**src/rtl/cyber_player_array.sv**
```systemverilog
// Multi-channel threshold game: each round compares every player value against Q and keeps per-channel scores.
// Define CYBER_TIE_WIN_EN to let a value equal to Q count as a win (default: strictly greater wins).
module cyber_player_array #(
  parameter int WIDTH      = 10,
  parameter int NCH        = 2,
  parameter int SCORE_W    = 3,
  parameter int WIN_TARGET = 7
) (
  input  logic                     clk,
  input  logic                     reset,
  input  logic                     clear,
  input  logic                     start,
  input  logic [WIDTH-1:0]         Q,
  input  logic [NCH*(WIDTH-1)-1:0] SW,
  output logic                     busy,
  output logic                     win_valid,
  output logic [NCH-1:0]           win,
  output logic [NCH*SCORE_W-1:0]   score,
  output logic                     game_over,
  output logic [NCH-1:0]           winner
);

  localparam int VW = WIDTH - 1;
  localparam logic [SCORE_W-1:0] TARGET = SCORE_W'(WIN_TARGET);

  typedef enum logic [1:0] {
    IDLE,
    SAMPLE,
    RESULT,
    OVER
  } state_t;

  state_t               state;
  logic [WIDTH-1:0]     q_lat;
  logic [NCH*VW-1:0]    sw_lat;
  logic [NCH-1:0]       cmp_vec;
  logic [NCH-1:0]       cmp_reg;
  logic                 sampled;
  logic [NCH*SCORE_W-1:0] score_next;
  logic [NCH-1:0]       winner_next;

  for (genvar i = 0; i < NCH; i++) begin : g_ch
    logic [WIDTH-1:0]   ext;
    logic [SCORE_W-1:0] cur;
    logic [SCORE_W-1:0] nxt;

    assign ext = {1'b0, sw_lat[i*VW +: VW]};
`ifdef CYBER_TIE_WIN_EN
    assign cmp_vec[i] = (ext >= q_lat);
`else
    assign cmp_vec[i] = (ext > q_lat);
`endif
    assign cur = score[i*SCORE_W +: SCORE_W];
    assign nxt = (cmp_reg[i] && (cur < TARGET)) ? cur + SCORE_W'(1) : cur;
    assign score_next[i*SCORE_W +: SCORE_W] = nxt;
    assign winner_next[i] = (nxt == TARGET);
  end

  assign busy = (state != IDLE);

  // SAMPLE spans two cycles: the first registers the compare, the second commits the result,
  // so the win_valid strobe and the updated score appear together while in RESULT.
  always_ff @(posedge clk or negedge reset) begin
    if (!reset) begin
      state     <= IDLE;
      q_lat     <= '0;
      sw_lat    <= '0;
      cmp_reg   <= '0;
      sampled   <= 1'b0;
      win_valid <= 1'b0;
      win       <= '0;
      score     <= '0;
      game_over <= 1'b0;
      winner    <= '0;
    end else if (clear) begin
      state     <= IDLE;
      cmp_reg   <= '0;
      sampled   <= 1'b0;
      win_valid <= 1'b0;
      win       <= '0;
      score     <= '0;
      game_over <= 1'b0;
      winner    <= '0;
    end else begin
      case (state)
        IDLE: begin
          win_valid <= 1'b0;
          sampled   <= 1'b0;
          if (start) begin
            q_lat  <= Q;
            sw_lat <= SW;
            state  <= SAMPLE;
          end
        end
        SAMPLE: begin
          if (!sampled) begin
            cmp_reg <= cmp_vec;
            sampled <= 1'b1;
          end else begin
            win_valid <= 1'b1;
            win       <= cmp_reg;
            score     <= score_next;
            winner    <= winner_next;
            state     <= RESULT;
          end
        end
        RESULT: begin
          win_valid <= 1'b0;
          sampled   <= 1'b0;
          if (|winner) begin
            game_over <= 1'b1;
            state     <= OVER;
          end else begin
            state <= IDLE;
          end
        end
        OVER: begin
          win_valid <= 1'b0;
          game_over <= 1'b1;
        end
        default: begin
          state     <= IDLE;
          win_valid <= 1'b0;
        end
      endcase
    end
  end

endmodule

```
**config.mk**
```make
export PLATFORM = sky130hd
export DESIGN_NAME = cyber_player_array
export DESIGN_NICKNAME = d
export VERILOG_FILES = /design/src/rtl/cyber_player_array.sv
export SDC_FILE = /design/constraint.sdc
export NUM_CORES = 1
export LEC_CHECK = 0
export BUFFER_PORTS_ARGS = -buffer_cell sky130_fd_sc_hd__buf_2
export CAP_MARGIN = 30
export CORE_ASPECT_RATIO = 1.1
export CORE_UTILIZATION = 50
export CTS_BUF_LIST = sky130_fd_sc_hd__clkbuf_8 sky130_fd_sc_hd__clkbuf_16
export CTS_CLUSTER_SIZE = 10
export DETAILED_ROUTE_END_ITERATION = 7
export GPL_TIMING_DRIVEN = 0
export PLACE_DENSITY = 0.81
export SLEW_MARGIN = 40
export SYNTH_ARGS = -nofsm -noshare
export SYNTH_HDL_FRONTEND = slang
export SYNTH_SLANG_ARGS = --single-unit
```
**constraint.sdc**
```tcl
create_clock -name clk -period 3.73 [get_ports clk]
set_input_delay 0.746 -clock clk [delete_from_list [all_inputs] [get_ports clk]]
set_output_delay 0.746 -clock clk [all_outputs]
set_load 0.05 [all_outputs]
```
==> reports/results.ini <==
[timing]
fmax_mhz=472
finClkSkew_ns=0.00795
setup_tns_ns=0
hold_violations=0
rsz0062_at_grt=no
worstMarginPinSlew_ns=0.543
fin_crit_sh=0.569
finalCriticalPeriod_ns=2.12
relSlewSlack=0.638
hold_ws_ns=0.426
setup_viol=0
slew_violations=0
timing.final.ws_setup_ns=1.61

[logic_synthesis]
synthArstFlopShare=1.00
synth_edf_count=0
netlist_area_sq_um=2360
ys_top_cells_by_count=dfrtp_1, mux2_2, ha_1
yosys_most_used_dff=dfrtp_1
netlist_instances=211
avgSynthCellArea_sq_um=11.2
yosysTopAreaCell=dfrtp_1
synth_top_area_frac=0.477
synth_nets=268
synth_most_common_cell=dfrtp_1
synth.area.top_cells=dfrtp_1, mux2_2, ha_1, a21oi_1, inv_1
synth_cell_type_count=30
ys_warn_count=0
seq_area_frac_synth=0.477
ys_ff_latch=45

[cells_and_area]
top_regs=sw_lat: 18 flops, q_lat: 10 flops, score: 6 flops
n_antenna_cell=0
drive_gt1_frac=0.313
regMostFlops=sw_lat
area_delta_synth_final_pct=15.5
layout.nets=318
largest_reg_flops=18

[global_route]
grt_overflow=0
grt_pass1_vias=1687
grt_pass1_wl_um=7270
met1_usage=0.239
grt_antenna_before_repair=0
grt_start_max_net_pins=46
use_met2=0.328
grt_use_total=0.195
use_met3=0.0460
top_usage_layer=met2

[clock_network]
path_clk_slew_ns=0.08
insertion_delay_ns=0.30
cts_tree=built
ctsResizeCount=0
cts_hold_buf=0
cts_buffers=5
h-tree-depth=2
post_cts_buffers=0
clock_sinks=45
clock_path_buffers=2
root_buffer=clkbuf_8

[floorplanning]
die_h_um=74.1
die-width_um=67.5
core_sq_um=4410
pin_count=45
die_area_sq_um=5000
start_util=0.536
rows=25

[power]
pwr-share-clk=0.139
p_per_area_nw_per_um2=734
p_leak_nw=1.35
power_frac_seq=0.401
p_switching_mw=0.767
swShare=0.383
ir_drop_mv=0.425
p_comb_frac=0.461
p_int_mw=1.24

[placed_design]
dp_hpwl_um=3290
io_buffers=43
pre_cts_ws_ns=1.63
place_congestion=0.816

[critical_path]
crit_required_ns=2.98
start_kind=flip-flop
cp.arrival_ns=1.37
cp_max_fo=4
end_kind=output port
critPathKind=reg2out
r2r_setup_slack_ns=1.90

[route]
drt_iter0_drc=116
wl_per_cell_um=13.3
drcViolationCount=0
vias_per_cell=5.53
drtPass1Iterations=4
drt.antenna.violating_nets=0
wl_um=4210
vias=1749

[worst_hold_path]
hold_path_class=in2async

[flow_run]
max-cap-violations=0

[status]
status=finished clean

==> critical path, cell delays in order, from the launching register on <==
cell,delay [ns]
dfrtp_1,0.40
inv_1,0.09
ha_1,0.27
inv_1,0.06
buf_2,0.25
==> final cells by class <==
class,instances,area (sq um)
fill,364,1680
multi-input combinational,143,1140
sequential,45,1130
timing repair buffer,43,218
clock buffer,5,68.8
tap,54,67.6
inverter,16,60.1
buffer,7,31.3
clock inverter,3,11.3
==> metal layers <==
layer	vias up	wire, um	share of wire
met5	-	0	0
met4	0	91	0.022
met3	11	189	0.045
met2	55	2130	0.50
met1	826	1800	0.43
li1	857	-	-
==> final timing paths <==
check,cells past startpoint,startpoint,to
worst max-delay path,4,state[0],busy
worst min-delay path,1,reset,score[5]
worst max register to register,6,state[1],cmp_reg[1]
worst min register to register,1,q_lat[6],q_lat[6]
max in group asynchronous,1,reset,q_lat[0]
min in group clk,1,q_lat[6],q_lat[6]
==> layout by cell type, fill, tap and decap left out, drive strengths merged, types with 4 or more instances in the layout <==
cell type / Yosys / layout
nand2b: 4 / 4
o21ai: 5 / 5
nand2: 13 / 13
nor2: 11 / 11
inv: 16 / 19
clkbuf: 3 / 8
mux2: 29 / 29
ha: 25 / 25
a311oi: 4 / 4
buf: 4 / 47
nor3: 7 / 7
a21oi: 17 / 17
dfrtp: 45 / 45
nand3: 4 / 4
==> per-stage QoR <==
step	power [mW]	utilization	cell area [sq um]	std cells
after floorplan	1.51	-	2360	211
after global placement	1.69	0.600	2650	308
after detailed placement	1.74	0.600	2650	308
after CTS	2.02	0.618	2730	316
after global routing	2.18	0.618	2730	316
final	2.00	0.618	2730	316
==> power groups by stage <==
stage	logic [mW]	clock network, mW	registers [mW]
finish	0.923	0.278	0.803
floorplan	0.687	0	0.819
global route	1.05	0.301	0.829
detailed placement	0.927	0	0.813
CTS	0.931	0.285	0.804
global placement	0.885	0	0.805
==> kinds of logic after synthesis <==
| logic type | Yosys count | synth area share |
|---|---|---|
| buffers and inverters | 23 | 0.0387 |
| AND/OR/NAND/NOR | 49 | 0.104 |
| flip-flops | 45 | 0.477 |
| multiplexers | 30 | 0.142 |
| XOR/XNOR | 2 | 0.00742 |
| adder cells (fa/ha/maj) | 25 | 0.132 |
| AO/OA/AOI/OAI | 37 | 0.0985 |
No activity file was read; power rests on OpenSTA's default activity.
